===== src/rtl/window_sequencer_pkg.sv =====
// Shared types and constants for the 3x3 window sequencer.
package window_sequencer_pkg;

  typedef enum logic {
    ACCEPT = 1'b0,
    EMIT   = 1'b1
  } state_t;

  localparam logic [3:0] SEL_LAST = 4'd8;
  localparam logic [3:0] SEL_IDLE = 4'd15;

endpackage


===== src/rtl/window_sequencer_line_buffer.sv =====
// One-row pixel store: combinational read of the old word, write on the clock edge.
module line_buffer #(
  parameter int WIDTH = 8,
  parameter int DEPTH = 8
) (
  input  logic                     clk,
  input  logic                     we_i,
  input  logic [$clog2(DEPTH)-1:0] addr_i,
  input  logic [WIDTH-1:0]         wdata_i,
  output logic [WIDTH-1:0]         rdata_o
);

  logic [WIDTH-1:0] mem_q [DEPTH];

  assign rdata_o = mem_q[addr_i];

  // Storage write; contents are never reset because stale rows are never emitted.
  always_ff @(posedge clk) begin
    if (we_i) begin
      mem_q[addr_i] <= wdata_i;
    end
  end

endmodule


===== src/rtl/window_sequencer.sv =====
// Raster-order pixel stream in, 3x3 neighbourhood out as nine serial beats per window.
module window_sequencer
  import window_sequencer_pkg::*;
#(
  parameter int WIDTH = 8,
  parameter int IMG_W = 8,
  parameter int IMG_H = 8
) (
  input  logic             clk,
  input  logic             rst,
  input  logic [WIDTH-1:0] pix_in,
  input  logic             pix_in_valid,
  output logic             pix_in_ready,
  output logic [3:0]       demux_sel,
  output logic [WIDTH-1:0] data,
  output logic             data_valid,
  output logic             window_last,
  output logic             frame_done
);

  localparam int CW = $clog2(IMG_W);
  localparam int RW = $clog2(IMG_H);

  state_t           state_q, state_d;
  logic [CW-1:0]    col_q, col_d;
  logic [RW-1:0]    row_q, row_d;
  logic [3:0]       cnt_q, cnt_d;
  logic             last_win_q, last_win_d;
  logic [WIDTH-1:0] win_q [9];
  logic [WIDTH-1:0] win_d [9];
  logic [WIDTH-1:0] lb1_rd, lb2_rd;
  logic             accept;

  logic [3:0]       sel_q, sel_d;
  logic [WIDTH-1:0] data_q, data_d;
  logic             valid_q, valid_d;
  logic             last_q, last_d;
  logic             fd_q, fd_d;

  assign accept       = pix_in_valid && (state_q == ACCEPT);
  assign pix_in_ready = (state_q == ACCEPT);
  assign demux_sel    = sel_q;
  assign data         = data_q;
  assign data_valid   = valid_q;
  assign window_last  = last_q;
  assign frame_done   = fd_q;

  // lb1 holds row r-1, lb2 holds row r-2; the old lb1 word cascades into lb2.
  line_buffer #(.WIDTH(WIDTH), .DEPTH(IMG_W)) u_lb1 (
    .clk    (clk),
    .we_i   (accept),
    .addr_i (col_q),
    .wdata_i(pix_in),
    .rdata_o(lb1_rd)
  );

  line_buffer #(.WIDTH(WIDTH), .DEPTH(IMG_W)) u_lb2 (
    .clk    (clk),
    .we_i   (accept),
    .addr_i (col_q),
    .wdata_i(lb1_rd),
    .rdata_o(lb2_rd)
  );

  // Next-state, counters, window shift and next output values.
  always_comb begin
    state_d    = state_q;
    col_d      = col_q;
    row_d      = row_q;
    cnt_d      = cnt_q;
    last_win_d = last_win_q;
    win_d      = win_q;
    sel_d      = SEL_IDLE;
    data_d     = {WIDTH{1'b0}};
    valid_d    = 1'b0;
    last_d     = 1'b0;
    fd_d       = 1'b0;

    case (state_q)
      ACCEPT: begin
        if (accept) begin
          win_d[0] = win_q[1];
          win_d[1] = win_q[2];
          win_d[2] = lb2_rd;
          win_d[3] = win_q[4];
          win_d[4] = win_q[5];
          win_d[5] = lb1_rd;
          win_d[6] = win_q[7];
          win_d[7] = win_q[8];
          win_d[8] = pix_in;
          if (col_q == CW'(IMG_W - 1)) begin
            col_d = {CW{1'b0}};
            if (row_q == RW'(IMG_H - 1)) begin
              row_d = {RW{1'b0}};
            end else begin
              row_d = row_q + RW'(1);
            end
          end else begin
            col_d = col_q + CW'(1);
          end
          // Columns 0 and 1 never trigger, so a window never straddles a row edge.
          if ((row_q >= RW'(2)) && (col_q >= CW'(2))) begin
            state_d    = EMIT;
            cnt_d      = 4'd0;
            last_win_d = (row_q == RW'(IMG_H - 1)) && (col_q == CW'(IMG_W - 1));
          end else begin
            state_d = ACCEPT;
          end
        end else begin
          state_d = ACCEPT;
        end
      end
      EMIT: begin
        sel_d   = cnt_q;
        data_d  = win_q[cnt_q];
        valid_d = 1'b1;
        last_d  = (cnt_q == SEL_LAST);
        fd_d    = (cnt_q == SEL_LAST) && last_win_q;
        if (cnt_q == SEL_LAST) begin
          state_d = ACCEPT;
          cnt_d   = 4'd0;
        end else begin
          cnt_d = cnt_q + 4'd1;
        end
      end
      default: begin
        state_d = ACCEPT;
        cnt_d   = 4'd0;
      end
    endcase
  end

  // Control state and registered outputs.
  always_ff @(posedge clk or posedge rst) begin
    if (rst) begin
      state_q    <= ACCEPT;
      col_q      <= {CW{1'b0}};
      row_q      <= {RW{1'b0}};
      cnt_q      <= 4'd0;
      last_win_q <= 1'b0;
      sel_q      <= SEL_IDLE;
      data_q     <= {WIDTH{1'b0}};
      valid_q    <= 1'b0;
      last_q     <= 1'b0;
      fd_q       <= 1'b0;
    end else begin
      state_q    <= state_d;
      col_q      <= col_d;
      row_q      <= row_d;
      cnt_q      <= cnt_d;
      last_win_q <= last_win_d;
      sel_q      <= sel_d;
      data_q     <= data_d;
      valid_q    <= valid_d;
      last_q     <= last_d;
      fd_q       <= fd_d;
    end
  end

  // Window pixels; frozen whenever no pixel is accepted.
  always_ff @(posedge clk) begin
    win_q <= win_d;
  end

endmodule

===== config.mk =====
export PLATFORM = sky130hd
export DESIGN_NAME = window_sequencer
export DESIGN_NICKNAME = d
export VERILOG_FILES = /design/src/rtl/window_sequencer_pkg.sv /design/src/rtl/window_sequencer_line_buffer.sv /design/src/rtl/window_sequencer.sv
export SDC_FILE = /design/constraint.sdc
export NUM_CORES = 1
export LEC_CHECK = 0
export ABC_AREA = 1
export BUFFER_PORTS_ARGS = -buffer_cell sky130_fd_sc_hd__buf_4
export CAP_MARGIN = 20
export CELL_PAD_IN_SITES_DETAIL_PLACEMENT = 0
export CELL_PAD_IN_SITES_GLOBAL_PLACEMENT = 1
export CORE_AREA = 5 5 146 148
export DETAILED_ROUTE_END_ITERATION = 10
export DIE_AREA = 0 0 151 153
export GPL_TIMING_DRIVEN = 0
export PLACE_DENSITY_LB_ADDON = 0.1
export SYNTH_ARGS = -nofsm -noshare
export SYNTH_HDL_FRONTEND = slang
export SYNTH_HIERARCHICAL = 1
export SYNTH_SLANG_ARGS = --single-unit
export TNS_END_PERCENT = 20

===== constraint.sdc =====
create_clock -name clk -period 4.36 [get_ports clk]
set_clock_uncertainty 0.2 [all_clocks]
set_input_delay 0.218 -clock clk [delete_from_list [all_inputs] [get_ports clk]]
set_output_delay 0.218 -clock clk [all_outputs]
set_load 0.005 [all_outputs]

# Word level (Yosys, flattened, before mapping)
# Memory sizes are Yosys's and may differ from the RTL's. A register that Yosys moved wholly into a read port is not among the register bits.
# Cells that the tools add are included.
[word_totals]
mem_count = 2
in_bits = 11
ramBits = 128
reg_bits = 91
[mem_list]
columns = ["name", "words", "width", "rd", "rd_clocked_by_memory_dff", "wr", "line_no", "rtl"]
rows = [
  ["u_lb1.mem_q", 8, 8, 1, 0, 1, "window_sequencer_line_buffer.sv:13", "logic [WIDTH-1:0] mem_q [DEPTH];"],
  ["u_lb2.mem_q", 8, 8, 1, 1, 1, "window_sequencer_line_buffer.sv:13", ""],
]
[op_classes]
magnitude_cmp = 3
n_eq_ne = 5
add_sub_neg = 3
reduce_logical = 8
mux = 20
bitwise = 2
[op_table]
columns = ["operator", "n"]
rows = [
  ["binary-select mux 8 bit (select 4 bit)", 1],
  ["two-way mux 8 bit", 3],
  ["two-way mux 4 bit", 4],
  ["two-way mux 1 bit", 8],
  ["case mux 4 bit (2 select lines)", 1],
  ["adder 3 x 1 -> 3 bit (second input constant)", 2],
  ["== test 3 bit (second input constant)", 2],
  [">= comparator 3 x 2 -> 1 bit (second input constant)", 2],
  ["two-way mux 3 bit", 2],
  ["AND reduction 3 bit", 2],
  [">= comparator 5 bit (second input constant)", 1],
  ["inverter 4 -> 5 bit", 1],
  ["adder 4 x 1 -> 4 bit (second input constant)", 1],
  ["== test 4 bit (second input constant)", 1],
  ["logical AND 1 bit", 4],
  ["!= test 2 x 1 -> 1 bit (second input constant)", 2],
  ["AND reduction 2 bit", 2],
  ["case mux 1 bit (2 select lines)", 1],
  ["inverter 1 bit", 1],
]

# Longest topological paths before layout
# Gate-level depths: netlist (run 1).
[logic_depth]
word_depth = 5
depth_mapped = 9

# Cells and area by module
# Netlist (run 1), hierarchy kept.
[by_module_without_submodules]
columns = ["module", "instances", "seq_area_each_um2", "cells_per_inst", "area_per_inst_um2"]
rows = [
  ["line_buffer", 2, 1921.8, 272, 2763.9],
  ["window_sequencer", 1, 2842.7, 369, 4070.2],
]

# Worst setup path before layout (run 1)
# No wires, ideal clock.
[synth_timing]
path_type = "flip-flop to flip-flop"
start = "register state_q"
end = "memory u_lb1.mem_q[1][0], enable pin"
path_stages_with_launch = 6
path_slack_ns = 1.376
n_path_buf = 0
t_arrival_ns = 2.401
setup_ns = 0.383
cell_sequence = "dfrtp_1 > inv_2 > nand2_2 > inv_2 > nand2_1 > nor3_1"
[synth_via]
elab_chain_cells = 4
[synth_lines]
columns = ["item", "line_no", "rtl"]
rows = [
  ["start, declared", "window_sequencer.sv:24", "state_t state_q, state_d;"],
  ["start signal, assigned", "window_sequencer.sv:147", "state_q <= state_d;"],
  ["inverter 1 bit (no line)", "n/a", ""],
  ["via pix_in_ready", "window_sequencer.sv:13", "output logic pix_in_ready,"],
  ["logical AND 1 bit", "window_sequencer.sv:40", "assign accept = pix_in_valid && (state_q == ACCEPT);"],
  ["via accept", "window_sequencer.sv:32", "logic accept;"],
  ["two-way mux 1 bit", "window_sequencer_line_buffer.sv:19", "if (we_i) begin"],
  ["two-way mux 1 bit (not written as such)", "window_sequencer_line_buffer.sv:20", "mem_q[addr_i] <= wdata_i;"],
  ["end, declared", "window_sequencer_line_buffer.sv:13", ""],
]
# The timed path passes the listed nets, and every way through them passes these cells.

# Worst setup path in the final report (run 1)
[layout_timing]
start = "register state_q"
end = "memory u_lb2.mem_q[1][3], enable pin"
[layout_via]
elab_chain_cells = 4
[layout_lines]
columns = ["item", "line_no"]
rows = [
  ["inverter 1 bit (no line)", "n/a"],
  ["logical AND 1 bit", "window_sequencer.sv:40"],
  ["via accept", "window_sequencer.sv:32"],
  ["two-way mux 1 bit", "window_sequencer_line_buffer.sv:19"],
  ["two-way mux 1 bit (not written as such)", "window_sequencer_line_buffer.sv:20"],
  ["end, declared", "window_sequencer_line_buffer.sv:13"],
]
# The timed path passes the listed nets, and every way through them passes these cells.

==> results of run 1 <==
-- metal layers --
metal / part of all wire, % / up-vias / global-route usage (%)
met1: 46 / 2912 / 26.2
met3: 4.7 / 26 / 2.81
met4: 1.9 / 0 / 4.71
li1: - / 3060 / -
met2: 47 / 150 / 29.6
met5: 0 / - / 0
-- registers in the layout, summed over array words and instances, names as in the netlist, 3 cells and up --
name         cells
cnt_q            4
col_q            3
data             8
demux_sel        4
row_q            3
u_lb1/mem_q     64
u_lb2/mem_q     64
win_q           72
-- synth_stat cells (4+ instances only) --
cell type	instances	share of area, %
nor3_1	4	0.21
inv_1	125	4.9
nand2_1	387	15
nand2_2	4	0.26
ha_1	7	0.91
edfxtp_1	200	63
nor2_1	18	0.70
inv_2	11	0.43
nand3_1	81	4.2
dfrtp_1	23	6.0
buf_4	13	1.0
dfstp_2	4	1.1
o21ai_0	7	0.36
buf_2	11	0.57
-- final timing paths --
kind	slack, ns	depth (start not counted)	from	endpoint
hold / removal	0.03	3	rst	col_q[0]
hold reg to reg	0.24	0	win_q[35]	win_q[43]
min in group clk	0.24	0	win_q[35]	win_q[43]
max in group asynchronous	3.44	4	rst	demux_sel[2]
setup / recovery	1.60	7	state_q	u_lb2/mem_q[1][3]
setup reg to reg	1.60	7	state_q	u_lb2/mem_q[1][3]
-- per-stage QoR --
step | total power [mW] | util, %
after floorplan | 4.65 | -
after global placement | 5.49 | 50.9
after detailed placement | 5.56 | 51.2
after CTS | 7.59 | 55.7
after global routing | 7.99 | 55.8
final | 7.50 | 55.8
-- power breakdown --
| group | internal, mW | switching [mW] | total (mW) |
|---|---|---|---|
| clock | 1.21 | 0.795 | 2.00 |
| combinational | 0.716 | 1.63 | 2.35 |
| sequential | 2.96 | 0.187 | 3.14 |
| total | 4.88 | 2.62 | 7.50 |
-- kinds of logic (layout without fill, tap and decap cells) --
| logic type | count (synthesis) | after routing | share of synthesized area [%] |
|---|---|---|---|
| simple gates | 500 | 500 | 21.2 |
| flops | 227 | 227 | 69.7 |
| buf+inv | 167 | 253 | 7.50 |
| compound gates | 11 | 11 | 0.639 |
| fa+ha+maj | 7 | 7 | 0.912 |
| xor+xnor | 1 | 1 | 0.0913 |
-- repair_timing --
action | CTS | global route
setup endpoints to repair | 0 | 0
hold endpoints to repair | 102 | 0
hold buffers | 10 | 0
setup buffers | 0 | 0
-- worst register-to-register path: cells and delay by family (launching register included) --
family / cells / cell delay, ns
buffers and inverters: 4 / 0.87
DFF: 1 / 0.48
and+or+nand+nor: 3 / 0.93
-- final cells by class --
cell class | count | area (µm²) | share of cell area (%)
buffer | 28 | 190 | 1.71
clock buffer | 32 | 716 | 6.44
clock inverter | 12 | 77.6 | 0.698
inverter | 139 | 532 | 4.79
multi-input combinational | 519 | 2190 | 19.7
sequential | 227 | 6690 | 60.2
tap | 270 | 338 | 3.04
timing repair buffer | 42 | 380 | 3.42
==> key figures, run 1 <==
Run status
  – Status: finished clean

Floorplanning
  – I/O pin cnt: 27
  – Initial Util: 48.2%
  – Core area: 19900 µm²
  – Die Y: 153 µm
  – Placement Rows: 52
  – DIE AREA: 23100 µm²
  – Die W: 151 µm

Clock tree
  – CTS Buf Count: 24
  – Root buffer cell: clkbuf_16
  – Clock sink total: 227
  – Post_cts resized: 0
  – TritonCTS clock tree: built
  – H-tree depth: 1
  – CTS clk-pin slew, worst paths: 0.06 ns
  – Deepest clock path buffer count: 3
  – Clk_lat worst skew: 0.51 ns

STA
  – Worst-margin pin slew: 0.883 ns
  – Slew HR: 40.9%
  – Max Fclk: 362 MHz
  – Final setup margin: 1.60 ns
  – Fin crit share: 63.3%
  – Setup violators final: 0
  – RSZ-0062 raised after global routing: no
  – Number of hold violations in the final report: 0
  – Hold WS: 0.0258 ns
  – Fin. max-slew vios: 0
  – Fin crit period: 2.76 ns
  – Post-Route Setup TNS: 0 ns

Global route
  – GRT overflow: 0
  – Largest net degree at the start of global routing: 78
  – First-pass GRT wire length: 33300 µm
  – Initial antenna violation count: 0
  – Vias in the first global route: 6218
  – Total GRT Usage: 18.3%

Worst setup path
  – CP cell instances: inv_2, nand2_2, inv_4, buf_16, nand2_1, nor3_1, buf_4
  – Crit Path Class: register to register
  – Req. time, crit path: 4.38 ns
  – Crit path DAT: 2.78 ns
  – Worst path slowest cell: nor3_1
  – Critical-path maximum fanout: 77
  – Setup crit start kind: register
  – Buffer and inverter count on the worst path: 4
  – Crit. End Element: register
  – Worst path top cell family by delay: buffers and inverters
  – Crit-path max cell delay: 0.52 ns

Drt
  – Drt drc: 0
  – Vias: 6148
  – Initial DRC count: 388
  – Post-DRT Antenna Nets: 0
  – Total wire length: 20500 µm
  – DRT Pass-1 Iters: 5
  – DR WL/cell: 16.2 µm
  – Via/cell ratio: 4.84

Pwr
  – Peak supply drop: 0.330 mV
  – Power Dens Cells: 675 nW/µm²
  – Static leakage: 4.90 nW

Final layout
  – Most common cell after layout, fill and taps aside: nand2_1
  – Layout cells sized above 1: 12.0%
  – FILL cells: 1768
  – Final nets: 999
  – # diodes: 0
  – Synthesis-to-layout area growth: 15.8%
  – Design area: 11100 µm²
  – Cell Count, Final, Fillers Out: 1269
  – Commonest cells after routing, fill and taps aside: nand2_1, edfxtp_1, inv_1, nand3_1, buf_4

Hold path
  – Worst hold path class: input port to async pin

Logic synthesis
  – Cell Area, Synth: 9600 µm²
  – Main synth FF type: edfxtp_1
  – Cells after Synth: 913
  – FFs w/ async S/R, synth: 11.9%
  – Netlist cell types: 26
  – Yosys warns: 6
  – EDFF count, synth: 200
  – #FFs+latches synth: 227
  – Syn_nets: 931
  – Part of the Yosys area used for sequential elements: 69.7%
  – Avg Inst Size Synth: 10.5 µm²

Placed design
  – Gpl congestion: 0.841
  – Placed cells: 1214
  – Cell Area, Placed: 10200 µm²
  – Dpl hpwl: 13900 µm
  – Pre-CTS setup slack: 1.65 ns
  – IO buf count: 26

Job
  – Number of max-cap violations: 0
No activity file was read; power rests on OpenSTA's default activity.
==> run 2: changes to the inputs <==
- clock period: 4.36 -> 2.6 ns (I/O delays scaled with it)
==> run 2 against run 1 <==
Against the previous run:
- core utilization rose by 0.22 points
- count of clock-buffer cells in the layout rose by 1
- total power rose by 68%
- largest power group unchanged
- highest routed layer unchanged
==> key figures, run 2 (same netlist as run 1, synthesis figures left out) <==
Floorplanning
  – Initial Util: 48.2% (unchanged)
  – Die Y: 153 µm (unchanged)
  – I/O pin cnt: 27 (unchanged)
  – Core area: 19900 µm² (unchanged)
  – DIE AREA: 23100 µm² (unchanged)
  – Die W: 151 µm (unchanged)
  – Placement Rows: 52 (unchanged)

Final layout
  – Most common cell after layout, fill and taps aside: nand2_1
  – Top Registers: win_q x72, u_lb1/mem_q x64, u_lb2/mem_q x64
  – Largest Register: win_q
  – Design area: 11200 µm² (+0.39%)
  – Synthesis-to-layout area growth: 16.2%
  – Max FFs per register: 72 (unchanged)
  – Layout cells sized above 1: 13.4% (+1.4 points)
  – Final nets: 1000 (+0.10%)
  – Commonest cells after routing, fill and taps aside: nand2_1, edfxtp_1, inv_1, nand3_1, buf_4
  – # diodes: 0 (unchanged)

Pwr
  – Power, Total: 12.6 mW (+68%)
  – P_sw: 4.44 mW (+70%)
  – Peak supply drop: 0.572 mV (+73%)
  – Sequential Power Share: 42.0% (about the same)
  – Internal: 8.13 mW (+67%)
  – Clk network pwr share: 26.4% (-0.3 points)
  – Gate power share: 31.6% (+0.2 points)
  – Static leakage: 4.89 nW (about the same)
  – Net Sw Frac: 35.3% (+0.40 points)
  – Power Dens Cells: 1130 nW/µm² (+67%)

STA
  – Slew HR: 43.9% (+3.0 points)
  – Post-Route Setup TNS: 0 ns (unchanged)
  – Worst-margin pin slew: 0.841 ns (-0.0420 ns)
  – Number of hold violations in the final report: 0 (unchanged)
  – Fin. max-slew vios: 0 (unchanged)
  – Max Fclk: 385 MHz (+6.4%)
  – Setup violators final: 0 (unchanged)
  – Fin crit period: 2.60 ns (-0.166 ns)
  – Fin crit share: 99.8% (+36 points)
  – RSZ-0062 raised after global routing: yes

Drt
  – Vias: 6149 (+0.016%)
  – Via/cell ratio: 4.84 (about the same)
  – DRT Pass-1 Iters: 5 (unchanged)
  – Post-DRT Antenna Nets: 0 (unchanged)
  – DR WL/cell: 16.3 µm (+0.97%)
  – Drt drc: 0 (unchanged)
  – Total wire length: 20700 µm (+1.1%)
  – Initial DRC count: 475 (+22%)

Worst setup path
  – Setup crit start kind: register
  – Crit Path Class: register to register
  – Critical-path maximum fanout: 13 (-83%)
  – Crit. End Element: register
  – Req. time, crit path: 2.54 ns (-1.84 ns)
  – Reg2reg path depth: 4 (-3)
  – Crit path DAT: 2.53 ns (-0.25 ns)

Placed design
  – IO buf count: 26 (unchanged)
  – Dpl hpwl: 13900 µm (+0.51%)
  – Gpl congestion: 0.841 (about the same)
  – Cell Area, Placed: 10200 µm² (-0.27%)

Clock tree
  – CTS clk-pin slew, worst paths: 0.06 ns (about the same)
  – Clk_lat worst skew: 0.51 ns (about the same)
  – Root buffer cell: clkbuf_16
  – Clock sink total: 227 (unchanged)
  – H-tree depth: 1 (unchanged)
  – Deepest clock path buffer count: 3 (unchanged)
  – TritonCTS clock tree: built
  – CTS Buf Count: 25 (+4.2%)

Global route
  – First-pass GRT wire length: 33200 µm (-0.17%)
  – Initial antenna violation count: 0 (unchanged)
  – Total GRT Usage: 18.4% (+0.051 points)
  – Vias in the first global route: 6116 (-1.6%)
  – GRT overflow: 0 (unchanged)
  – Largest net degree at the start of global routing: 81 (+3.8%)

Job
  – Number of max-cap violations: 0 (unchanged)

Hold path
  – Worst hold path class: input port to register
  – Worst hold path stage count: 2

Run status
  – Status: finished clean
==> run 2: cell types whose count changed in the layout (fill, tap and decap cells not counted), sizes merged <==
cell / delta
clkbuf: +1
dlygate4sd3: +1
buf: -1
==> run 2: worst paths after layout <==
path | from | endpoint | slack, ns
hold reg to reg | win_q[12] | win_q[20] | 0.25
min in group asynchronous | rst | col_q[2] | 0.48
setup reg to reg | col_q[2] | u_lb1/mem_q[5][3] | 0.005
hold / removal | pix_in[1] | u_lb1/mem_q[4][1] | 0.23
max in group asynchronous | rst | demux_sel[2] | 1.23
setup / recovery | col_q[2] | u_lb1/mem_q[5][3] | 0.005
==> run 2: timing repair <==
item	in CTS	in global routing
hold buffers	10	1
resized for setup	13	8
setup endpoints to repair	128	66
hold endpoints to repair	101	4
buffers inserted	0	0
==> run 2: layer usage <==
layer	vias up	GRT usage (%)	part of all wire [%]	wire [µm]
met1	2938	26.6	45	9410
met2	122	29.6	48	10000
met3	28	2.69	4.6	963
met5	-	0	0	0
li1	3061	-	-	-
met4	0	4.10	1.7	355
==> run 2: worst max-delay path: stages (launching register included) <==
cell     delay (ns)
dfrtp_1        0.87
inv_2          0.26
nor2_4         0.26
inv_2          0.07
nor2_1         0.56
==> run 2: power groups by stage <==
stage,combinational [mW],clock [mW],sequential (mW)
floorplan,2.56,0,5.24
global placement,3.87,0,5.33
detailed placement,3.95,0,5.36
CTS,4.00,3.40,5.28
global route,4.50,3.57,5.34
finish,3.97,3.32,5.28
==> run 2: through the flow <==
step	instances	setup slack (ns)	hold slack [ns]	utilization [%]
final	1270	0.00492	0.228	56.0
after global routing	1270	-0.140	0.232	56.0
after CTS	1268	-0.0316	0.227	55.7
after detailed placement	1213	-0.564	0.210	51.0
after global placement	1209	-0.743	0.197	50.9
after floorplan	913	-0.0196	-0.0202	-
==> run 2: cell type report <==
type / instances / area [µm²]
Buffer: 28 / 190
Clock inverter: 12 / 86.3
Inverter: 139 / 546
Tap cell: 270 / 338
Sequential cell: 227 / 6690
Fill cell: 1766 / 8750
Timing Repair Buffer: 42 / 363
Clock buffer: 33 / 697
Multi-Input combinational cell: 519 / 2250
==> run 3: changes to the inputs <==
==> constraint.sdc (replaced) <==
create_clock -name clk -period 2.6 [get_ports clk]
set_clock_uncertainty 0.2 [all_clocks]
set_input_delay 0.26 -clock clk [delete_from_list [all_inputs] [get_ports clk]]
set_output_delay 0.26 -clock clk [all_outputs]
set_load 0.005 [all_outputs]
==> run 3 against run 2 <==
Against the previous run:
- total power barely moved
- critical path depth unchanged
- sequential power about the same
- maximum frequency rose by 0.49%
- largest power group unchanged
- non-clock buffer count is 1 lower
- setup slack better by 0.013 ns
- first-iteration DRC count is 0.84% lower
- flip-flop and latch count is the same
- die area unchanged
- via count grew 0.15%
- critical endpoint unchanged
==> key figures, run 3 (same netlist as run 1, synthesis figures left out) <==
STA
  – Fin crit period: 2.58 ns (-0.0126 ns)
  – RSZ-0062 raised after global routing: yes
  – Slew HR: 44.2% (+0.22 points)
  – Max Fclk: 387 MHz (+0.49%)
  – Fin. max-slew vios: 0 (unchanged)
  – Final setup margin: 0.0176 ns (+0.0126 ns)
  – Setup violators final: 0 (unchanged)
  – Worst-margin pin slew: 0.838 ns (-0.00338 ns)
  – Number of hold violations in the final report: 0 (unchanged)
  – Fin crit share: 99.3% (-0.49 points)

Placed design
  – Gpl congestion: 0.841 (unchanged)
  – Pre-CTS setup slack: -0.564 ns (unchanged)
  – Cell Area, Placed: 10200 µm² (unchanged)
  – IO buf count: 26 (unchanged)
  – Dpl hpwl: 13900 µm (unchanged)

Clock tree
  – Root buffer cell: clkbuf_16
  – Post-CTS setup buffer count: 0 (unchanged)
  – CTS Buf Count: 25 (unchanged)
  – TritonCTS clock tree: built
  – Clock sink total: 227 (unchanged)
  – Deepest clock path buffer count: 3 (unchanged)
  – H-tree depth: 1 (unchanged)
  – CTS clk-pin slew, worst paths: 0.06 ns (about the same)
  – Clk_lat worst skew: 0.51 ns (about the same)

Drt
  – Drt drc: 0 (unchanged)
  – Via/cell ratio: 4.85 (+0.23%)
  – DRT Pass-1 Iters: 5 (unchanged)
  – Vias: 6158 (+0.15%)
  – Post-DRT Antenna Nets: 0 (unchanged)
  – Total wire length: 20700 µm (-0.34%)
  – Initial DRC count: 471 (-0.84%)
  – DR WL/cell: 16.3 µm (-0.26%)

Final layout
  – # diodes: 0 (unchanged)
  – Synthesis-to-layout area growth: 16.1% (about the same)
  – Design area: 11100 µm² (about the same)
  – Largest Register: win_q
  – Max FFs per register: 72 (unchanged)
  – Most common cell after layout, fill and taps aside: nand2_1
  – Final nets: 999 (-0.10%)
  – Commonest cells after routing, fill and taps aside: nand2_1, edfxtp_1, inv_1, nand3_1, buf_4
  – Top Registers: win_q x72, u_lb1/mem_q x64, u_lb2/mem_q x64
  – Layout cells sized above 1: 13.4% (+0.013 points)
  – FILL cells: 1767 (+0.057%)

Floorplanning
  – Die Y: 153 µm (unchanged)
  – Die W: 151 µm (unchanged)
  – I/O pin cnt: 27 (unchanged)
  – Initial Util: 48.2% (unchanged)
  – Placement Rows: 52 (unchanged)
  – Core area: 19900 µm² (unchanged)
  – DIE AREA: 23100 µm² (unchanged)

Worst setup path
  – CP dominant cell by count: inv_2
  – Worst path slowest cell: dfrtp_1
  – FF-to-FF Start: col_q[2]
  – Req. time, crit path: 2.54 ns (about the same)
  – Reg2reg path depth: 4 (unchanged)
  – Cell depth of the worst setup path: 4 (unchanged)
  – Crit Path Class: register to register
  – Setup crit start kind: register
  – Crit-path max cell delay: 0.86 ns (about the same)
  – Crit path DAT: 2.52 ns (about the same)
  – CP cell instances: inv_2, nor2_4, inv_2, nor2_1
  – Crit. End Element: register
  – Critical-path maximum fanout: 13 (unchanged)
  – Worst path top cell family by delay: flip-flops
  – Buffer and inverter count on the worst path: 2 (unchanged)
  – Critical path launch point: col_q[2]

Pwr
  – Peak supply drop: 0.573 mV (about the same)
  – Static leakage: 4.89 nW (about the same)
  – Power Dens Cells: 1130 nW/µm² (about the same)

Global route
  – Initial antenna violation count: 0 (unchanged)
  – Largest net degree at the start of global routing: 81 (unchanged)
  – GRT overflow: 0 (unchanged)
  – First-pass GRT wire length: 33200 µm (unchanged)
  – Vias in the first global route: 6116 (unchanged)
  – Total GRT Usage: 18.4% (unchanged)

Hold path
  – Worst hold path class: input port to async pin

Run status
  – Status: finished clean

Job
  – Number of max-cap violations: 0 (unchanged)
## run 3: layout make-up
cell class,count,area (µm²),area share (%)
Timing Repair Buffer,41,353,3.17
Clock buffer,33,697,6.25
Tap cell,270,338,3.03
Multi-Input combinational cell,519,2250,20.2
Sequential cell,227,6690,60.0
Inverter,139,546,4.89
Clock inverter,12,86.3,0.775
Buffer,28,190,1.71
## run 3: worst register-to-register path, stage by stage, from the launching register on
cell and delay (ns):
dfrtp_1 0.86, inv_2 0.27, nor2_4 0.26, inv_2 0.07, nor2_1 0.56
## run 3: final timing paths
| kind | to | slack (ns) |
|---|---|---|
| worst min-delay path | col_q[2] | 0.06 |
| worst max register to register | u_lb1/mem_q[5][3] | 0.02 |
| min in group clk | win_q[36] | 0.24 |
| worst max-delay path | u_lb1/mem_q[5][3] | 0.02 |
| worst min register to register | win_q[36] | 0.24 |
| max in group asynchronous | demux_sel[2] | 1.66 |
## run 3: timing repair
action / in CTS / in global routing
endpoints found under the hold margin: 98 / 0
resized for setup: 13 / 8
endpoints found under the setup margin: 128 / 66
hold buffers: 10 / 0
## run 3: per-stage QoR
step	instances	util [%]	hold slack (ns)	setup TNS [ns]	total power, mW
after floorplan	913	-	0.110	-0.608	7.80
after global placement	1209	50.9	0.230	-60.29	9.20
after detailed placement	1213	51.0	0.234	-58.56	9.30
after CTS	1268	55.7	0.247	-1.23	12.7
after global routing	1269	56.0	0.0496	-2.17	13.4
final	1269	56.0	0.0553	0	12.6
## run 3: report_power, final
part | switching (mW) | total [mW] | leakage [nW] | internal, mW
sequential | 0.323 | 5.28 | 2.15 | 4.96
clock | 1.34 | 3.32 | 0.387 | 1.98
combinational | 2.77 | 3.96 | 2.35 | 1.19
total | 4.44 | 12.6 | 4.89 | 8.13
## run 3: metal layers
layer | up-vias | track usage, % | wire length [µm]
li1 | 3057 | - | -
met1 | 2944 | 26.6 | 9330
met2 | 129 | 29.6 | 9970
met3 | 28 | 2.69 | 1000
met4 | 0 | 4.10 | 357
met5 | - | 0 | 0
